### src/rtl/out_pixel_writer.sv
// out_pixel_writer: buffers 32-bit results in a small FIFO, converts them to 8-bit pixels and
// writes one frame of PIXEL_COUNT pixels to the output memory. Define OUT_PIXEL_SAT_EN for saturating conversion.
module out_pixel_writer #(
    parameter int PIXEL_COUNT = 10,
    parameter int ADDR_W      = 4,
    parameter int FIFO_DEPTH  = 4
) (
    input  logic              clk,
    input  logic              rst,
    input  logic [31:0]       result_i,
    input  logic              result_valid_i,
    output logic              result_ready_o,
    output logic              mem_we_o,
    output logic [ADDR_W-1:0] mem_addr_o,
    output logic [7:0]        mem_data_o,
    input  logic              mem_ready_i,
    output logic              frame_done_o,
    input  logic              frame_clear_i
);
    localparam int CNT_W = $clog2(PIXEL_COUNT + 1);
    localparam int PTR_W = $clog2(FIFO_DEPTH);
    localparam logic [CNT_W-1:0] LAST_IDX  = CNT_W'(PIXEL_COUNT - 1);
    localparam logic [CNT_W-1:0] FRAME_LEN = CNT_W'(PIXEL_COUNT);
    localparam logic [PTR_W:0]   FULL_LVL  = (PTR_W + 1)'(FIFO_DEPTH);

    typedef enum logic [1:0] {IDLE, DRAIN, DONE} state_t;

    state_t           state_q, state_d;
    logic [7:0]       fifo_mem [FIFO_DEPTH];
    logic [PTR_W-1:0] wr_ptr_q, wr_ptr_d;
    logic [PTR_W-1:0] rd_ptr_q, rd_ptr_d;
    logic [PTR_W:0]   level_q, level_d;
    logic [CNT_W-1:0] accept_cnt_q, accept_cnt_d;
    logic [CNT_W-1:0] wr_cnt_q, wr_cnt_d;
    logic             fifo_full, fifo_empty;
    logic             push, pop, last_beat;
    logic [7:0]       pixel;

    assign fifo_full  = (level_q == FULL_LVL);
    assign fifo_empty = (level_q == '0);
    assign push       = result_valid_i && result_ready_o;
    assign pop        = mem_we_o && mem_ready_i;
    assign last_beat  = pop && (wr_cnt_q == LAST_IDX);

`ifdef OUT_PIXEL_SAT_EN
    always_comb begin
        if (result_i[31]) begin
            pixel = 8'h00;
        end else if (|result_i[30:8]) begin
            pixel = 8'hFF;
        end else begin
            pixel = result_i[7:0];
        end
    end
`else
    logic unused_upper;
    assign pixel        = result_i[7:0];
    assign unused_upper = ^result_i[31:8];
`endif

    always_ff @(posedge clk or posedge rst) begin
        if (rst) begin
            state_q <= IDLE;
        end else begin
            state_q <= state_d;
        end
    end

    always_comb begin
        state_d = state_q;
        unique case (state_q)
            IDLE:    if (push) state_d = DRAIN;
            DRAIN:   if (last_beat) state_d = DONE;
            DONE:    if (frame_clear_i) state_d = IDLE;
            default: state_d = IDLE;
        endcase
    end

    always_comb begin
        result_ready_o = !fifo_full && (accept_cnt_q < FRAME_LEN) && (state_q != DONE);
        mem_we_o       = (state_q == DRAIN) && !fifo_empty;
        mem_data_o     = ((state_q == DRAIN) && !fifo_empty) ? fifo_mem[rd_ptr_q] : 8'h00;
        frame_done_o   = (state_q == DONE);
    end

    if (CNT_W >= ADDR_W) begin : g_addr_trunc
        assign mem_addr_o = wr_cnt_q[ADDR_W-1:0];
    end else begin : g_addr_ext
        assign mem_addr_o = {{(ADDR_W - CNT_W){1'b0}}, wr_cnt_q};
    end

    // NOTE: every variable gets a default first so no path through this block infers a latch.
    always_comb begin
        wr_ptr_d     = wr_ptr_q;
        rd_ptr_d     = rd_ptr_q;
        level_d      = level_q;
        accept_cnt_d = accept_cnt_q;
        wr_cnt_d     = wr_cnt_q;
        if (push) begin
            wr_ptr_d     = wr_ptr_q + PTR_W'(1);
            accept_cnt_d = accept_cnt_q + CNT_W'(1);
        end
        if (pop) begin
            rd_ptr_d = rd_ptr_q + PTR_W'(1);
            wr_cnt_d = wr_cnt_q + CNT_W'(1);
        end
        unique case ({push, pop})
            2'b10:   level_d = level_q + (PTR_W + 1)'(1);
            2'b01:   level_d = level_q - (PTR_W + 1)'(1);
            default: level_d = level_q;
        endcase
        if ((state_q == DONE) && frame_clear_i) begin
            accept_cnt_d = '0;
            wr_cnt_d     = '0;
        end
    end

    // NOTE: nonblocking assignments for all state; the blocking form would race other clocked readers.
    always_ff @(posedge clk or posedge rst) begin
        if (rst) begin
            wr_ptr_q     <= '0;
            rd_ptr_q     <= '0;
            level_q      <= '0;
            accept_cnt_q <= '0;
            wr_cnt_q     <= '0;
        end else begin
            wr_ptr_q     <= wr_ptr_d;
            rd_ptr_q     <= rd_ptr_d;
            level_q      <= level_d;
            accept_cnt_q <= accept_cnt_d;
            wr_cnt_q     <= wr_cnt_d;
        end
    end

    // NOTE: storage is not reset; clearing the pointers and level already discards the contents.
    always_ff @(posedge clk) begin
        if (push) begin
            fifo_mem[wr_ptr_q] <= pixel;
        end
    end

endmodule
### config.mk
export PLATFORM = sky130hd
export DESIGN_NAME = out_pixel_writer
export DESIGN_NICKNAME = d
export VERILOG_FILES = /design/src/rtl/out_pixel_writer.sv
export SDC_FILE = /design/constraint.sdc
export NUM_CORES = 1
export LEC_CHECK = 0
export BUFFER_PORTS_ARGS = -buffer_cell sky130_fd_sc_hd__buf_2
export CORE_UTILIZATION = 47
export CTS_CLUSTER_DIAMETER = 80
export DETAILED_ROUTE_END_ITERATION = 7
export HOLD_SLACK_MARGIN = 0.1
export PLACE_DENSITY_LB_ADDON = 0.05
export SLEW_MARGIN = 20
export SYNTH_ARGS = -nofsm -noshare
export SYNTH_HDL_FRONTEND = slang
export SYNTH_SLANG_ARGS = --single-unit
### constraint.sdc
create_clock -name clk -period 2.15 [get_ports clk]
set_clock_uncertainty 0.1 [all_clocks]
set_input_delay 0.215 -clock clk [delete_from_list [all_inputs] [get_ports clk]]
set_output_delay 0.215 -clock clk [all_outputs]
set_load 0.05 [all_outputs]
==> results of run 1 <==
[kinds of logic after synthesis]
kind of cell | after synthesis | synth area share
DFF | 49 | 0.640
and+or+nand+nor | 40 | 0.116
buffers and inverters | 15 | 0.0301
muxes | 12 | 0.102
adders and majority gates | 9 | 0.0555
AOI/OAI and AO/OA | 8 | 0.0237
xor gates and xnor gates | 8 | 0.0324
[placed cells by master (no fill, tap or decap), drive strengths merged, types with 2 or more instances in the layout]
cell type and n:
buf 42, edfxtp 32, dfrtp 17, inv 11
nand2 10, dlygate4sd3 10, mux4 8, and2b 8
ha 8, xnor2 5, and2 5, nor2 5
clkbuf 5, o21ai 4, mux2i 4, or3b 3
xor2 3, and3 2, nand3 2, nor3 2
[worst min path at each step]
stage                               from              end  slack, ns  cells after the start
after global placement               rst       level_q[0]       0.23                      2
final                     result_valid_i  accept_cnt_q[1]       0.23                      4
after global routing      result_valid_i  accept_cnt_q[1]       0.26                      4
after floorplan                      rst  accept_cnt_q[0]       0.04                      1
after CTS                 result_valid_i  accept_cnt_q[1]       0.23                      4
after detailed placement             rst       level_q[1]       0.24                      2
[sequential cells by signal (all words and copies together) (netlist names)]
| signal | count |
|---|---|
| accept_cnt_q | 4 |
| fifo_mem | 32 |
| level_q | 3 |
| mem_addr_o | 4 |
| rd_ptr_q | 2 |
| state_q | 2 |
| wr_ptr_q | 2 |
[cell usage after synthesis]
cell | n | area, µm²
a21oi_1 | 1 | 5.00
or3b_1 | 1 | 8.76
clkbuf_1 | 1 | 3.75
dfrtp_1 | 17 | 425
fa_1 | 1 | 20.0
a211oi_1 | 1 | 7.51
edfxtp_1 | 32 | 961
xnor2_1 | 5 | 43.8
nand2_1 | 10 | 37.5
nand4b_1 | 1 | 8.76
buf_6 | 1 | 11.3
nand4_1 | 1 | 6.26
a41oi_1 | 1 | 8.76
nor2_1 | 5 | 18.8
nand2b_1 | 1 | 6.26
nor3_4 | 1 | 16.3
o211a_1 | 1 | 10.0
xor2_1 | 3 | 26.3
and4_4 | 1 | 11.3
and3_1 | 2 | 12.5
inv_1 | 11 | 41.3
buf_1 | 1 | 3.75
or3b_2 | 1 | 8.76
o21ai_0 | 4 | 20.0
mux4_2 | 8 | 180
nor3_1 | 1 | 5.00
mux2i_1 | 4 | 40.0
buf_2 | 1 | 5.00
nand3_1 | 2 | 10.0
and2b_2 | 8 | 70.1
and2_1 | 5 | 31.3
ha_1 | 8 | 100
[stage by stage]
step / hold WS [ns] / total power, µW
2_1_floorplan: 0.0411 / 3090
3_3_place_gp: 0.233 / 3550
3_5_place_dp: 0.244 / 3590
4_1_cts: 0.228 / 4540
5_1_grt: 0.257 / 4830
6_report: 0.230 / 4550
[worst reg2reg max path: cells and delay by family (launching register included)]
kind	cells	cell delay, ns
simple gates	3	0.69
xor+xnor	2	0.31
fa+ha+maj	2	0.45
flops	1	0.40
buf+inv	2	0.08
[routing by layer]
| metal | part of all wire | vias up |
|---|---|---|
| met3 | 0.031 | 5 |
| met1 | 0.43 | 602 |
| met2 | 0.52 | 27 |
| li1 | - | 615 |
| met4 | 0.011 | 0 |
| met5 | 0 | - |
[final cells by class]
cell class	instances	area [µm²]	share of cell area
clock buffer	5	68.8	0.0247
timing repair buffer	52	425	0.153
sequential	49	1390	0.498
clock inverter	3	46.3	0.0166
tap	52	65.1	0.0234
inverter	11	43.8	0.0157
multi-input combinational	78	749	0.269
[what timing repair did]
item / in CTS / in global routing
buffers inserted: 1 / 2
gates resized for setup: 20 / 3
pin swaps: 1 / 7
endpoints found under the hold margin: 50 / 0
endpoints found under the setup margin: 9 / 9
hold buffers: 10 / 0
gates cloned: 1 / 0
[report_power, final]
group          switching [µW]  total, µW  internal (µW)
registers                 208       1450           1240
logic                    1340       2440           1100
clock network             310        658            348
==> results.sh, run 1 <==
export IMPL_io_pins=52
export IMPL_fin_ws_ns=0.0471
export IMPL_critPathSlowestCell="or3b_4"
export IMPL_syn_nets=187
export IMPL_place_gp_congestion=0.747
export IMPL_drc=0
export IMPL_tns_ns=0
export IMPL_worst_r2r_path_depth=9
export IMPL_finalNonFillerCells=250
export IMPL_drtIter0Drc=84
export IMPL_relSlewSlack=0.565
export IMPL_clock_path_buffers=2
export IMPL_htreeDepth=2
export IMPL_ir_worst_vdd_v=0.000906
export IMPL_start_util=0.494
export IMPL_setup_viol=0
export IMPL_grt_overflow=0
export IMPL_grt_use_total=0.172
export IMPL_postPlaceCellArea_mm2=0.00246
export IMPL_crit_path_end="level_q[2]"
export IMPL_clk_latency_ns=0.30
export IMPL_die_area_mm2=0.00488
export IMPL_cts_sinks=49
export IMPL_fillCellCount=337
export IMPL_vias_per_cell=5.00
export IMPL_tritoncts="yes"
export IMPL_grt_util_met2=0.296
export IMPL_max_cap_violations=0
export IMPL_worstPathArrival_ns=2.23
export IMPL_ys_warn_count=0
export IMPL_grtUsageMet1=0.217
export IMPL_cts_buffers_inserted=5
export IMPL_post_place_ws_ns=0.0390
export IMPL_slowest_delay_ns=0.41
export IMPL_yosysUniqueCellTypes=32
export IMPL_syn_area_mm2=0.00216
export IMPL_critPathLaunch="level_q[0]"
export IMPL_crit_top_cell="xor2_1"
export IMPL_via_count=1249
export IMPL_syn_area_per_cell_um2=15.4
export IMPL_grt_use_met3=0.0260
export IMPL_hold_viol=0
export IMPL_reg2reg_slack_ns=0.05
export IMPL_top_usage_layer="met2"
export IMPL_diodes=0
export IMPL_final_nets=243
export IMPL_leakagePower_uw=0.00116
export IMPL_die_w_um=69.9
export IMPL_wl_per_cell_um=14.9
export IMPL_worst_path_buf_inv=2
export IMPL_startpoint_type="flop"
export IMPL_period_needed_ns=2.10
export IMPL_drive_gt1_frac=0.384
export IMPL_place_inst=228
export IMPL_maxSlewViolCount=0
export IMPL_fin_crit_sh=0.978
export IMPL_reg2reg_from="level_q[0]"
export IMPL_grt_pass1_vias=1298
export IMPL_firstDrtPassIters=4
export IMPL_syn_to_final_growth_pct=28.7
export IMPL_die_y_um=69.9
export IMPL_min_delay_path_class="in2reg"
export IMPL_fmax_ghz=0.476
export IMPL_cts_root_buf="clkbuf_8"
export IMPL_synth_seq_cells=49
export IMPL_grt_setup_unrepaired="yes"
export IMPL_grt_start_max_net_pins=18
export IMPL_synthCells=141
export IMPL_p_per_area_mw_per_mm2=1630
export IMPL_critPathTopFamily="simple AND/OR/NAND/NOR gates"
export IMPL_dp_hpwl_um=2480
export IMPL_core_rowCount=24
export IMPL_grt_antenna_before_repair=0
export IMPL_critical_path_endpoint_type="flop"
export IMPL_cp_required_ns=2.28
export IMPL_grt_pass1_wl_um=6220
export IMPL_critical_path_cell_chain="or3b_4 > and4_4 > inv_4 > ha_4 > inv_2 > fa_2 > xor2_1 > nor2_1 > xor2_1"
export IMPL_cp_max_fo=2
export IMPL_fin_area_mm2=0.00279
export IMPL_seq_area_frac_synth=0.640
export IMPL_final_antenna_net_count=0
export IMPL_outcome="completed"
export IMPL_portBuffers=27
export IMPL_fin_util=0.635
export IMPL_wl_um=3720
export IMPL_r2r_end="level_q[2]"
export IMPL_critPathKind="reg2reg"
export IMPL_tightest_slew_ns=0.652
export IMPL_core_mm2=0.00438
export IMPL_clk_pin_slew_worst_paths_ns=0.09
export IMPL_path_depth=9
No activity file was read; power rests on OpenSTA's default activity.
==> inputs of run 2 (changes only) <==
--- a/constraint.sdc
+++ b/constraint.sdc
@@ -3,3 +3,3 @@
 set_input_delay 0.215 -clock clk [delete_from_list [all_inputs] [get_ports clk]]
 set_output_delay 0.215 -clock clk [all_outputs]
-set_load 0.05 [all_outputs]
+set_load 0.01 [all_outputs]
==> run 2 against run 1 <==
Effect of this change: global-route usage down 0.29 points; count of clock-buffer cells in the layout stayed put; largest power group unchanged; worst hold slack improved by 0.0066 ns; first-iteration DRC count decreased by 36%; register-to-register slack about the same; highest routed layer unchanged.
==> results.sh, run 2 (synthesized netlist as in run 1, its figures left out) <==
export IMPL_grt_antenna_before_repair=0
export IMPL_worst_r2r_path_depth=9
export IMPL_start_util=0.494
export IMPL_portBuffers=27
export IMPL_die_w_um=69.9
export IMPL_ir_worst_vdd_v=0.000716
export IMPL_fmax_ghz=0.477
export IMPL_p_per_area_mw_per_mm2=1360
export IMPL_drc=0
export IMPL_cp_max_fo=4
export IMPL_relSlewSlack=0.578
export IMPL_clk_pin_slew_worst_paths_ns=0.09
export IMPL_slowest_delay_ns=0.42
export IMPL_top_register="fifo_mem"
export IMPL_tightest_slew_ns=0.633
export IMPL_wl_per_cell_um=14.7
export IMPL_cts_root_buf="clkbuf_8"
export IMPL_reg2reg_slack_ns=0.05
export IMPL_critPathKind="reg2reg"
export IMPL_worstPathArrival_ns=2.22
export IMPL_final_common_cell="edfxtp_1"
export IMPL_die_area_mm2=0.00488
export IMPL_syn_to_final_growth_pct=24.6
export IMPL_vias_per_cell=5.06
export IMPL_clock_path_buffers=2
export IMPL_cp_required_ns=2.28
export IMPL_critPathSlowestCell="or3b_4"
export IMPL_clk_latency_ns=0.31
export IMPL_grt_use_total=0.169
export IMPL_setup_viol=0
export IMPL_outcome="completed"
export IMPL_htreeDepth=2
export IMPL_firstDrtPassIters=4
export IMPL_critical_path_endpoint_type="flop"
export IMPL_tritoncts="yes"
export IMPL_fin_crit_sh=0.975
export IMPL_via_count=1254
export IMPL_holdWs_ns=0.237
export IMPL_largest_reg_flops=32
export IMPL_dp_hpwl_um=2550
export IMPL_core_rowCount=24
export IMPL_worstHoldPathCells=4
export IMPL_hold_viol=0
export IMPL_diodes=0
export IMPL_critical_path_cell_chain="or3b_4 > and4_4 > inv_4 > ha_4 > inv_2 > fa_2 > xor2_1 > nor2_1 > xor2_1"
export IMPL_maxSlewViolCount=0
export IMPL_crit_top_cell="xor2_1"
export IMPL_layout_common_cells="32 x edfxtp_1, 27 x buf_2, 17 x dfrtp_1"
export IMPL_fillCellCount=363
export IMPL_grt_start_max_net_pins=18
export IMPL_final_antenna_net_count=0
export IMPL_grt_setup_unrepaired="yes"
export IMPL_die_y_um=69.9
export IMPL_leakagePower_uw=0.00113
export IMPL_io_pins=52
export IMPL_final_nets=241
export IMPL_min_delay_path_class="in2reg"
export IMPL_cts_sinks=49
export IMPL_startpoint_type="flop"
export IMPL_wl_um=3650
export IMPL_period_needed_ns=2.10
export IMPL_max_cap_violations=0
export IMPL_core_mm2=0.00438
export IMPL_drive_gt1_frac=0.372
export IMPL_place_gp_congestion=0.779
export IMPL_grt_pass1_vias=1294
export IMPL_grt_overflow=0
export IMPL_grt_pass1_wl_um=6150
export IMPL_cts_buffers_inserted=5
export IMPL_drtIter0Drc=54
export IMPL_power_uw=3670
[run 2: changes by cell type in the layout (fill, tap and decap cells not counted)]
cell / previous run / this run
or3b_4: 3 / 2
nor3_2: 1 / 0
buf_8: 3 / 0
buf_2: 19 / 27
buf_6: 6 / 0
nor3_1: 0 / 1
[run 2: final timing paths]
| kind | from | to |
|---|---|---|
| max in group asynchronous | rst | state_q[0] |
| worst max register to register | level_q[0] | level_q[2] |
| min in group asynchronous | rst | accept_cnt_q[2] |
| worst max-delay path | level_q[0] | level_q[2] |
| worst min-delay path | result_valid_i | accept_cnt_q[1] |
| worst min register to register | mem_addr_o[3] | mem_addr_o[3] |
[run 2: stage by stage]
step	TNS (ns)	instance area, µm²	util	std cells	setup slack [ns]
finish	0	2700	0.615	248	0.0543
detailed placement	0	2470	0.564	229	0.0398
global route	-0.0945	2700	0.615	248	-0.0895
global placement	0	2470	0.564	229	0.0603
CTS	0	2690	0.613	247	0.0153
floorplan	-0.0267	2180	-	141	-0.0267
[run 2: routing by layer]
metal | up-vias | wire [µm] | global-route usage
met3 | 6 | 134 | 0.0491
met4 | 0 | 58 | 0.0600
met5 | - | 0 | 0
met1 | 613 | 1550 | 0.196
li1 | 611 | - | -
met2 | 24 | 1900 | 0.298
[run 2: worst max-delay path, delay by kind of cell (launching register included)]
family | cells | cell delay (ns)
buf+inv | 2 | 0.09
fa+ha+maj | 2 | 0.46
flops | 1 | 0.39
simple gates | 3 | 0.70
xor+xnor | 2 | 0.28
[run 2: cell type report]
class                   count  area [µm²]  area share
clock inverters             3        46.3      0.0172
multi-input cells          77         733       0.272
flip-flops and latches     49        1390       0.514
clock buffers               5        68.8      0.0255
repair buffers             51         353       0.131
well taps                  52        65.1      0.0241
inverters                  11        43.8      0.0162
[run 2: timing repair]
item                                    in CTS  in global routing
endpoints found under the setup margin       8                  3
setup buffers                                0                  1
pin swaps                                    0                  4
hold buffers                                10                  0
gates resized for setup                      1                  0
endpoints found under the hold margin       50                  0
[run 2: power by group]
group	internal (µW)	switching [µW]
Combinational	870	701
Sequential	1240	193
Clock	348	314
Total	2460	1210
==> inputs of run 3 (changes only) <==
Settings changed: BUFFER_PORTS_ARGS -buffer_cell sky130_fd_sc_hd__buf_2 to -buffer_cell sky130_fd_sc_hd__buf_4.
==> run 3 against run 2 <==
Effect of this change: global-route usage grew 0.84 points; die area is the same; core utilization grew 1.1 points; design area grew 1.8%; sequential share of layout area shrank 0.89 points; clock power shrank 16%; non-clock buffer count is the same; critical path type unchanged; largest cell class unchanged.
==> results.sh, run 3 (synthesized netlist as in run 1, its figures left out) <==
export IMPL_outcome="completed"
export IMPL_grt_overflow=0
export IMPL_dp_hpwl_um=2720
export IMPL_clock_path_buffers=2
export IMPL_tritoncts="yes"
export IMPL_relSlewSlack=0.553
export IMPL_clk_latency_ns=0.30
export IMPL_wl_per_cell_um=15.5
export IMPL_cts_root_buf="clkbuf_8"
export IMPL_p_per_area_mw_per_mm2=1350
export IMPL_power_uw=3700
export IMPL_startpoint_type="flop"
export IMPL_syn_to_final_growth_pct=26.8
export IMPL_io_pins=52
export IMPL_core_mm2=0.00438
export IMPL_htreeDepth=2
export IMPL_top_register="fifo_mem"
export IMPL_diodes=0
export IMPL_firstDrtPassIters=4
export IMPL_fin_area_mm2=0.00274
export IMPL_die_y_um=69.9
export IMPL_worstPathArrival_ns=2.23
export IMPL_setup_viol=0
export IMPL_grt_use_total=0.178
export IMPL_min_delay_path_class="in2reg"
export IMPL_grt_antenna_before_repair=0
export IMPL_fin_crit_sh=0.977
export IMPL_core_rowCount=24
export IMPL_place_gp_congestion=0.698
export IMPL_vias_per_cell=5.03
export IMPL_wl_um=3860
export IMPL_via_count=1248
export IMPL_drive_gt1_frac=0.378
export IMPL_die_w_um=69.9
export IMPL_cp_max_fo=3
export IMPL_postPlaceCellArea_mm2=0.00254
export IMPL_grt_pass1_vias=1334
export IMPL_cp_required_ns=2.28
export IMPL_clk_pin_slew_worst_paths_ns=0.09
export IMPL_critPathKind="reg2reg"
export IMPL_drc=0
export IMPL_period_needed_ns=2.10
export IMPL_tightest_slew_ns=0.670
export IMPL_holdWs_ns=0.214
export IMPL_final_nets=241
export IMPL_fmax_ghz=0.476
export IMPL_final_common_cell="buf_4"
export IMPL_start_util=0.494
export IMPL_die_area_mm2=0.00488
export IMPL_cts_sinks=49
export IMPL_portBuffers=27
export IMPL_hold_viol=0
export IMPL_grt_start_max_net_pins=18
export IMPL_critical_path_endpoint_type="flop"
export IMPL_cts_buffers_inserted=5
export IMPL_layout_common_cells="40 x buf_4, 32 x edfxtp_1, 17 x dfrtp_1"
export IMPL_grt_pass1_wl_um=6440
export IMPL_largest_reg_flops=32
export IMPL_ir_worst_vdd_v=0.000704
export IMPL_maxSlewViolCount=0
export IMPL_max_cap_violations=0
export IMPL_drtIter0Drc=87
export IMPL_final_antenna_net_count=0
export IMPL_leakagePower_uw=0.00114
export IMPL_grt_setup_unrepaired="yes"
## run 3: cell count changes in the layout (fill, tap and decap cells not counted)
cell / change
inv_6: +1
buf_2: -27
nor3_1: -1
nor3_2: +1
buf_4: +27
clkinv_4: -1
clkinv_2: +1
bufinv_16: -1
## run 3: through the flow
stage               TNS [ns]  setup slack, ns  instances  utilization
global route          -0.166          -0.0457        248        0.626
floorplan            -0.0267          -0.0267        141            -
detailed placement         0           0.0321        229        0.579
finish                     0           0.0501        248        0.626
CTS                        0          0.00277        247        0.623
global placement           0           0.0652        229        0.579
## run 3: metal layers
layer / share of wire / GRT usage
met5: 0 / 0
met2: 0.54 / 0.312
met1: 0.41 / 0.208
met3: 0.032 / 0.0404
met4: 0.018 / 0.0778
## run 3: path summary, 6_finish.rpt
path,from,to,slack (ns),cells past startpoint
max reg2reg,level_q[0],level_q[2],0.05,9
max,level_q[0],level_q[2],0.05,9
max in group asynchronous,rst,rd_ptr_q[0],1.06,3
min,result_valid_i,accept_cnt_q[1],0.21,4
min in group asynchronous,rst,level_q[2],0.47,3
min reg2reg,mem_addr_o[3],mem_addr_o[3],0.41,1
## run 3: final cells by class
cell class              instances  area, µm²
fillers                       357       1640
flip-flops and latches         49       1390
multi-input cells              77        738
repair buffers                 51        420
clock buffers                   5       68.8
well taps                      52       65.1
inverters                      11       43.8
clock inverters                 3       21.3
## run 3: timing repair
item,in CTS,in global routing
gates resized for setup,1,1
setup buffers,0,1
endpoints found under the setup margin,8,9
pin swaps,0,4
hold endpoints to repair,50,0
hold buffers,10,0
## run 3: critical path, cell delays in order, from the launching register on
cell and delay (ns):
dfrtp_1 0.39, or3b_4 0.41, and4_4 0.17, inv_4 0.05
ha_4 0.13, inv_2 0.04, fa_2 0.32, xor2_1 0.15
nor2_1 0.11, xor2_1 0.15
## run 3: report_power, final
group	internal [µW]	switching [µW]
clock network	231	324
registers	1240	194
logic	983	728
